===== config.mk =====
export PLATFORM = sky130hd
export DESIGN_NAME = mem_stage_bus
export DESIGN_NICKNAME = d
export VERILOG_FILES = /design/src/rtl/mem_stage_bus.sv
export SDC_FILE = /design/constraint.sdc
export NUM_CORES = 1
export LEC_CHECK = 0
export CAP_MARGIN = 25
export CORE_ASPECT_RATIO = 0.8
export CORE_MARGIN = 5
export CORE_UTILIZATION = 46
export DETAILED_ROUTE_END_ITERATION = 12
export PLACE_DENSITY = 0.79
export REMOVE_ABC_BUFFERS = 1
export SLEW_MARGIN = 20
export SYNTH_ARGS = -nofsm -noshare
export SYNTH_HDL_FRONTEND = slang
export SYNTH_SLANG_ARGS = --single-unit

===== constraint.sdc =====
create_clock -name clk -period 2.28 [get_ports clk]
set_input_delay 0.57 -clock clk [delete_from_list [all_inputs] [get_ports clk]]
set_output_delay 0.57 -clock clk [all_outputs]
set_load 0.01 [all_outputs]

===== src/rtl/mem_stage_bus.sv =====
// ============================================================================
//  Module   : mem_stage_bus
//  Brief    : MIPS MEM pipeline stage with req/ack data-memory bus, byte /
//             halfword / word access, load extension, misalignment and bus
//             timeout detection, and a one-cycle result pulse toward WB.
//  Revision : 1.0 - initial release
// ============================================================================
`default_nettype none

module mem_stage_bus #(
  parameter int ADDR_W  = 32,
  parameter int REG_AW  = 5,
  parameter int TIMEOUT = 64
) (
  input  logic              clk,
  input  logic              reset,
  // EX/MEM side
  input  logic              in_valid,
  output logic              in_ready,
  input  logic [ADDR_W-1:0] alu_result_in,
  input  logic [REG_AW-1:0] w_in,
  input  logic              reg_wen_in,
  input  logic              mem_en_in,
  input  logic              mem_wen_in,
  input  logic [1:0]        mem_size_in,
  input  logic              mem_unsigned_in,
  input  logic [31:0]       store_data_in,
  // data-memory bus
  output logic              mem_req,
  output logic              mem_we,
  output logic [ADDR_W-1:0] mem_addr,
  output logic [3:0]        mem_be,
  output logic [31:0]       mem_wdata,
  input  logic              mem_ack,
  input  logic [31:0]       mem_rdata,
  // MEM/WB side
  output logic              out_valid,
  output logic [31:0]       result_out,
  output logic [REG_AW-1:0] w_out,
  output logic              reg_wen_out,
  output logic              misalign_out,
  output logic              bus_err_out
);

  localparam int CNT_W = $clog2(TIMEOUT + 1);
  // Count value at which one more un-acked request cycle means timeout.
  localparam logic [CNT_W-1:0] CNT_LAST = CNT_W'(TIMEOUT - 1);

  typedef enum logic [0:0] {
    IDLE = 1'b0,
    BUSY = 1'b1
  } state_t;

  state_t              state;
  logic [CNT_W-1:0]    tcnt;

  // Attributes of the outstanding access, captured at accept time.
  logic [REG_AW-1:0]   cap_w;
  logic                cap_reg_wen;
  logic                cap_store;
  logic                cap_unsigned;
  logic [1:0]          cap_size;
  logic [1:0]          cap_off;
  logic [31:0]         cap_addr;

  logic                accept;
  logic                misaligned;
  logic [3:0]          lane_be;
  logic [31:0]         lane_wdata;
  logic [7:0]          rd_byte;
  logic [15:0]         rd_half;
  logic [31:0]         load_val;
  logic [31:0]         alu_ext;
  logic [1:0]          in_off;
  logic                timeout_hit;

  assign in_ready    = (state == IDLE) && !reset;
  assign accept      = in_valid && in_ready;
  assign alu_ext     = 32'(alu_result_in);
  assign in_off      = alu_result_in[1:0];
  assign timeout_hit = (tcnt == CNT_LAST);

  // Alignment check: reserved size 11 behaves like a word access.
  always_comb begin
    misaligned = 1'b0;
    case (mem_size_in)
      2'b00:   misaligned = 1'b0;
      2'b01:   misaligned = in_off[0];
      default: misaligned = (in_off != 2'b00);
    endcase
  end

  // Byte-enable and lane-replicated store data for the incoming access.
  always_comb begin
    lane_be    = 4'b1111;
    lane_wdata = store_data_in;
    case (mem_size_in)
      2'b00: begin
        lane_be    = 4'b0001 << in_off;
        lane_wdata = {4{store_data_in[7:0]}};
      end
      2'b01: begin
        lane_be    = in_off[1] ? 4'b1100 : 4'b0011;
        lane_wdata = {2{store_data_in[15:0]}};
      end
      default: begin
        lane_be    = 4'b1111;
        lane_wdata = store_data_in;
      end
    endcase
  end

  // Little-endian lane select plus sign/zero extension of returning load data.
  always_comb begin
    rd_byte  = mem_rdata[7:0];
    rd_half  = cap_off[1] ? mem_rdata[31:16] : mem_rdata[15:0];
    load_val = mem_rdata;
    case (cap_off)
      2'd0:    rd_byte = mem_rdata[7:0];
      2'd1:    rd_byte = mem_rdata[15:8];
      2'd2:    rd_byte = mem_rdata[23:16];
      default: rd_byte = mem_rdata[31:24];
    endcase
    case (cap_size)
      2'b00:   load_val = {{24{!cap_unsigned && rd_byte[7]}}, rd_byte};
      2'b01:   load_val = {{16{!cap_unsigned && rd_half[15]}}, rd_half};
      default: load_val = mem_rdata;
    endcase
  end

  // Stage FSM: accepts instructions, runs the bus handshake, emits result pulse.
  always_ff @(posedge clk) begin
    if (reset) begin
      state        <= IDLE;
      tcnt         <= '0;
      mem_req      <= 1'b0;
      mem_we       <= 1'b0;
      mem_addr     <= '0;
      mem_be       <= 4'b0000;
      mem_wdata    <= '0;
      out_valid    <= 1'b0;
      result_out   <= '0;
      w_out        <= '0;
      reg_wen_out  <= 1'b0;
      misalign_out <= 1'b0;
      bus_err_out  <= 1'b0;
      cap_w        <= '0;
      cap_reg_wen  <= 1'b0;
      cap_store    <= 1'b0;
      cap_unsigned <= 1'b0;
      cap_size     <= 2'b00;
      cap_off      <= 2'b00;
      cap_addr     <= '0;
    end else begin
      // Result and exception flags are single-cycle pulses.
      out_valid    <= 1'b0;
      reg_wen_out  <= 1'b0;
      misalign_out <= 1'b0;
      bus_err_out  <= 1'b0;

      case (state)
        IDLE: begin
          if (accept) begin
            if (!mem_en_in) begin
              out_valid   <= 1'b1;
              result_out  <= alu_ext;
              w_out       <= w_in;
              reg_wen_out <= reg_wen_in;
            end else if (misaligned) begin
              // Report the faulting address; never write a register.
              out_valid    <= 1'b1;
              misalign_out <= 1'b1;
              result_out   <= alu_ext;
              w_out        <= w_in;
              reg_wen_out  <= 1'b0;
            end else begin
              state        <= BUSY;
              tcnt         <= '0;
              mem_req      <= 1'b1;
              mem_we       <= mem_wen_in;
              mem_addr     <= {alu_result_in[ADDR_W-1:2], 2'b00};
              mem_be       <= lane_be;
              mem_wdata    <= lane_wdata;
              cap_w        <= w_in;
              cap_reg_wen  <= reg_wen_in;
              cap_store    <= mem_wen_in;
              cap_unsigned <= mem_unsigned_in;
              cap_size     <= mem_size_in;
              cap_off      <= in_off;
              cap_addr     <= alu_ext;
            end
          end
        end

        BUSY: begin
          if (mem_ack) begin
            // Ack wins even on the cycle the timeout would fire.
            state      <= IDLE;
            mem_req    <= 1'b0;
            mem_we     <= 1'b0;
            mem_be     <= 4'b0000;
            out_valid  <= 1'b1;
            w_out      <= cap_w;
            if (cap_store) begin
              result_out  <= cap_addr;
              reg_wen_out <= 1'b0;
            end else begin
              result_out  <= load_val;
              reg_wen_out <= cap_reg_wen;
            end
          end else if (timeout_hit) begin
            state       <= IDLE;
            tcnt        <= tcnt + 1'b1;
            mem_req     <= 1'b0;
            mem_we      <= 1'b0;
            mem_be      <= 4'b0000;
            out_valid   <= 1'b1;
            bus_err_out <= 1'b1;
            result_out  <= cap_addr;
            w_out       <= cap_w;
            reg_wen_out <= 1'b0;
          end else begin
            tcnt <= tcnt + 1'b1;
          end
        end

        default: state <= IDLE;
      endcase
    end
  end

endmodule

`default_nettype wire


Yosys cells after proc, flatten, opt, wreduce, memory -nomap -nowiden
Index checks and enable logic that the tools add are counted.
{"block": "classes", "addsub": 1, "multipliers": 0, "div_mod_pow": 0, "n_lt_le_gt_ge": 0, "n_eq_ne": 11, "shift": 1, "muxes": 58, "bitwise_logic": 4, "reduce_logical": 16}
{"op": "2-to-1 mux 32 bit", "count": 6}
{"op": "case mux 32 bit (2 select lines)", "count": 3}
{"op": "2-to-1 mux 7 bit", "count": 4}
{"op": "2-to-1 mux 5 bit", "count": 5}
{"op": "2-to-1 mux 4 bit", "count": 6}
{"op": "case mux 8 bit (3 select lines)", "count": 1}
{"op": "2-to-1 mux 1 bit", "count": 22}
{"op": "2-to-1 mux 16 bit", "count": 1}
{"op": "case mux 4 bit (2 select lines)", "count": 2}
{"op": "case mux 7 bit (2 select lines)", "count": 1}
{"op": "case mux 1 bit (2 select lines)", "count": 6}
{"op": "AND reduction 4 bit", "count": 3}
{"op": "case mux 5 bit (2 select lines)", "count": 1}
{"op": "!= test 2 bit (second input constant)", "count": 4}
{"op": "adder 7 x 1 -> 7 bit (second input constant)", "count": 1}
{"op": "equality test 7 x 6 -> 1 bit (second input constant)", "count": 1}
{"op": "equality test 2 x 1 -> 1 bit (second input constant)", "count": 3}
{"op": "logical NOT 2 bit", "count": 3}
{"op": "logical AND 1 bit", "count": 4}
{"op": "inverter 1 bit", "count": 4}
{"op": "OR reduction 4 bit", "count": 1}
{"op": "<< shifter 1 x 2 -> 4 bit (first input constant)", "count": 1}
{"op": "!= test 3 x 2 -> 1 bit (second input constant)", "count": 1}
{"op": "!= test 3 bit (second input constant)", "count": 1}
{"op": "5 further kinds", "count": 6}
{"block": "word_totals", "regBits": 161, "latchBits": 0, "ramBits": 0, "romBits": 0, "inputBits": 111, "output_inout_bits": 112, "wordCells": 111, "memories": 0}

Depth between registers and ports, before layout
{"block": "depth", "word_depth": 7, "depth_mapped": 8}

Least setup slack after synthesis
Ideal clock, no wire load.
{"block": "synth_timing", "path_type": "input to register", "startpoint": "input port alu_result_in[1]", "endpoint": "register result_out[26]", "t_arrival_ps": 1812, "setup_slack_ps": 331, "cell_stages": 7, "cell_sequence": "clkbuf_1 -> and2_1 -> o311ai_1 -> nand2_2 -> clkbuf_1 -> nor2_1 -> nor3_2"}
{"block": "synth_via", "elab_chain_len": 4}
{"element": "start, declared", "line": "20", "source": "input logic [ADDR_W-1:0] alu_result_in,"}
{"element": "nonzero test 2 bit", "line": "89", "source": "default: misaligned = (in_off != 2'b00);"}
{"element": "case mux 1 bit (2 select lines)", "line": "86", "source": "case (mem_size_in)"}
{"element": "!= test 3 bit (no source line)"}
{"element": "AND reduction 3 bit (no source line)"}
{"element": "end signal, assigned", "line": "166", "source": "result_out <= alu_ext;"}
{"element": "end signal, assigned", "line": "173", "source": "result_out <= alu_ext;"}
{"element": "end signal, assigned", "line": "205", "source": "result_out <= cap_addr;"}
{"element": "end, declared", "line": "38", "source": "output logic [31:0] result_out,"}
No other way between the ends.
A chain may end at the register's enable or synchronous reset.

Final worst setup path
{"block": "layout_timing", "startpoint": "register state", "endpoint": "output port in_ready"}
{"block": "layout_via", "elab_chain_len": 2}
{"element": "start, declared", "line": "54", "source": "state_t state;"}
{"element": "start signal, assigned", "line": "134", "source": "state <= IDLE;"}
{"element": "start signal, assigned", "line": "177", "source": "state <= BUSY;"}
{"element": "start signal, assigned", "line": "198", "source": "state <= IDLE;"}
{"element": "inverter 1 bit (no source line)"}
{"element": "logical AND 1 bit", "line": "77", "source": "assign in_ready = (state == IDLE) && !reset;"}
{"element": "end, declared", "line": "19", "source": "output logic in_ready,"}
No other way between the ends.

==> flow_metrics.env <==
export IMPL_post_cts_setup_buffers=0
export IMPL_tritoncts="built"
export IMPL_leading_cell_type_in_the_layout_fill_and_taps_excluded="sky130_fd_sc_hd__clkdlybuf4s50_1"
export IMPL_crit_arrival_ns=1.60
export IMPL_number_of_sinks_handled_by_clock_tree_synthesis=129
export IMPL_sequential_to_total_area_share_from_yosys_stat_pct=39.4
export IMPL_route_detailed_vias_per_inst=5.64
export IMPL_maxCapViolCount=0
export IMPL_final_min_period_over_clock_period_pct=95.0
export IMPL_syn_area_um2=6550
export IMPL_drt_wl_total_um=22400
export IMPL_floorplan_core_area_um2=14100
export IMPL_grt_met3_usage_pct=12.6
export IMPL_gpl_final_weighted_congestion=0.906
export IMPL_gr_usage_met1_pct=32.3
export IMPL_cts_made_buffers=17
export IMPL_min_path_type="register to register"
export IMPL_power_report_internal_total_mw=4.42
export IMPL_clk_root_buffer_cell="sky130_fd_sc_hd__clkbuf_16"
export IMPL_achievable_frequency_mhz=462
export IMPL_timing_critical_path_slowest_stage_cell="sky130_fd_sc_hd__clkdlybuf4s50_1"
export IMPL_leakagePower_nw=3.54
export IMPL_globalRouteTotalUtil_pct=26.3
export IMPL_grt_setup_unrepaired="no"
export IMPL_grt_pass1_vias=6542
export IMPL_critical_path_max_stage_delay_ns=0.59
export IMPL_post_synth_inst_count=835
export IMPL_total_iterations_of_the_first_detailed_routing_run=5
export IMPL_synth_cell_types=57
export IMPL_final_nets=1142
export IMPL_largest_delay_contributor_family_on_the_critical_path="buffers and inverters"
export IMPL_yosys_most_used_dff="sky130_fd_sc_hd__dfxtp_1"
export IMPL_post_cts_resize_count=0
export IMPL_crit_reg2reg_capture="result_out[22]"
export IMPL_ys_warnings_count=0
export IMPL_dieHeight_um=117
export IMPL_groute_layer_met2_usage_pct=41.4
export IMPL_drt_iter0_drc=467
export IMPL_place_hpwl_um=16200
export IMPL_die_area_um2=16700
export IMPL_setup_worst_path_start="state"
export IMPL_clock_tree_buf_depth=2
export IMPL_htree_num_levels=4
export IMPL_power_ir_vdd_worst_uv=526
export IMPL_timing_reg2reg_setup_slack_ns=0.24
export IMPL_critical_path_class="register to output port"
export IMPL_maxSlewHeadroom_pct=45.2
export IMPL_grt_overflow_total=0
export IMPL_power_density_nw_per_um2=624
export IMPL_worst_skew_pair_late_latency_ns=0.42
export IMPL_clockPowerShare_pct=42.1
export IMPL_die_width_um=143
export IMPL_route_detailed_wl_per_inst_um=18.3
export IMPL_port_buffers=220
export IMPL_path_buf_inv=1
export IMPL_drc_errors=0
export IMPL_start_kind="register"
export IMPL_timing_critical_path_depth=2
export IMPL_combPwrFrac_pct=17.2
export IMPL_worstSetupEndpoint="in_ready"
export IMPL_critical_path_peak_fanout=7
export IMPL_io_pin_count=223
export IMPL_worst_hold_slack_ns=0.450
export IMPL_power_switching_mw=1.53
export IMPL_critical_path_reg2reg_startpoint="state"
export IMPL_drv_slew=0
export IMPL_global_route_peak_usage_layer="met2"
export IMPL_post_route_cells_drive_above_1_share_pct=10.9
export IMPL_crit_required_ns=1.71
export IMPL_setup_skew_after_layout_ns=0.00704
export IMPL_synth_enable_flop_cells=0
export IMPL_synthArstFlopShare_pct=0
export IMPL_number_of_cells_on_the_worst_reg_to_reg_path=6
export IMPL_via_count=6912
export IMPL_max_slew_worst_pin_slew_ns=0.823
export IMPL_p_sw_share_pct=25.7
export IMPL_most_frequent_cells_in_the_layout="sky130_fd_sc_hd__clkdlybuf4s50_1, sky130_fd_sc_hd__nand2_1, sky130_fd_sc_hd__dfxtp_1"
export IMPL_antenna_found_initial=0
export IMPL_hold_violations=0
export IMPL_period_needed_ns=2.17
export IMPL_run_status="completed"
export IMPL_initial_utilization_pct=46.4
export IMPL_route_antenna_remaining_nets=0
export IMPL_avg_cell_area_syn_um2=7.84
export IMPL_timing_final_setup_violations=0
export IMPL_hold_buffers=0
export IMPL_ys_ff_latch=129
export IMPL_area_growth_syn_to_layout_pct=45.7
export IMPL_grt_max_degree=73
export IMPL_clk_transition_reported_paths_ns=0.05
export IMPL_num_rows=39
export IMPL_crit_chain="nor2_2 > clkdlybuf4s50_1"
export IMPL_proportion_of_power_drawn_by_flip_flops_and_latches_pct=40.7
export IMPL_first_pass_grt_wire_length_um=34400
export IMPL_fin_util_pct=67.6
export IMPL_crit_path_end_kind="output port"
==> area by class of cell <==
type                            instances  area [um^2]
Antenna cell                            1         2.50
Clock buffer                           22          464
Clock inverter                          7         62.6
Fill cell                            1159         4570
Inverter                                7         26.3
Multi-Input combinational cell        596         3400
Sequential cell                       129         2580
Tap cell                              184          230
Timing Repair Buffer                  279         2770
==> per-stage QoR <==
step	std cells	cell area, um^2	power (mW)	setup slack [ns]	TNS, ns
final	1225	9540	5.95	0.113	0
after global placement	1194	9000	3.47	-0.208	-6.28
after floorplan	732	6000	2.82	-0.919	-89.83
after global routing	1224	9530	6.18	0.0613	0
after detailed placement	1194	9000	3.48	-0.223	-9.35
after CTS	1223	9520	5.98	0.0280	0
==> registers in the layout (all words and copies together), names as in the netlist, 2 cells and up <==
register    flops
w_out           5
cap_size        2
tcnt            7
mem_wdata      32
cap_w           5
mem_be          4
result_out     32
cap_addr       31
==> cell usage after synthesis, types with 12 or more instances <==
library cell               number  area (um^2)
sky130_fd_sc_hd__mux2i_1       22          220
sky130_fd_sc_hd__buf_4         32          240
sky130_fd_sc_hd__a21oi_1       95          475
sky130_fd_sc_hd__nor2_1        73          274
sky130_fd_sc_hd__o21ai_0       48          240
sky130_fd_sc_hd__nand2_1      163          612
sky130_fd_sc_hd__buf_2         22          110
sky130_fd_sc_hd__a211oi_1      23          173
sky130_fd_sc_hd__a311oi_1      16          140
sky130_fd_sc_hd__o22ai_1       14         87.6
sky130_fd_sc_hd__o211a_1       15          150
sky130_fd_sc_hd__dfxtp_1      129         2580
sky130_fd_sc_hd__nor2b_1       12         75.1
sky130_fd_sc_hd__clkbuf_1      45          169
sky130_fd_sc_hd__a31oi_1       15         93.8
==> worst reg2reg max path: cells and delay by family, from the launching register on <==
| family | cells | cell delay, ns |
|---|---|---|
| AO/OA/AOI/OAI | 2 | 0.81 |
| flip-flops | 1 | 0.48 |
| buffers and inverters | 2 | 0.46 |
| AND/OR/NAND/NOR | 2 | 0.21 |
==> cell families after synthesis <==
logic type                 after synthesis  share of synthesized area, %
xor gates and xnor gates                 5                         0.669
other                                    1                        0.0573
adders and majority gates                1                         0.191
DFF                                    129                          39.4
buffers and inverters                  111                          8.85
AOI/OAI and AO/OA                      263                          25.8
and+or+nand+nor                        296                          20.3
muxes                                   29                          4.68
==> per-layer routing <==
| metal | vias up | wire, um | share of wire (%) |
|---|---|---|---|
| met5 | - | 0 | 0 |
| met4 | 0 | 461 | 2.1 |
| met3 | 38 | 2910 | 13 |
| met2 | 346 | 9980 | 44 |
| met1 | 3219 | 9080 | 40 |
| li1 | 3309 | - | - |
==> power by group through the flow <==
stage | registers [mW] | clock network [mW] | logic (mW)
floorplan | 2.50 | 0 | 0.320
global placement | 2.47 | 0 | 1.00
detailed placement | 2.47 | 0 | 1.01
CTS | 2.42 | 2.54 | 1.02
global route | 2.43 | 2.65 | 1.10
finish | 2.42 | 2.50 | 1.02
==> worst min path at each step <==
| stage | from | endpoint | cells past startpoint |
|---|---|---|---|
| after floorplan | cap_w[0] | cap_w[0] | 2 |
| after global placement | mem_req | mem_req | 1 |
| after detailed placement | mem_req | mem_req | 1 |
| after CTS | mem_wdata[24] | mem_wdata[24] | 2 |
| after global routing | mem_wdata[3] | mem_wdata[3] | 2 |
| final | mem_wdata[30] | mem_wdata[30] | 2 |
Power figures use the tool's default switching activity.
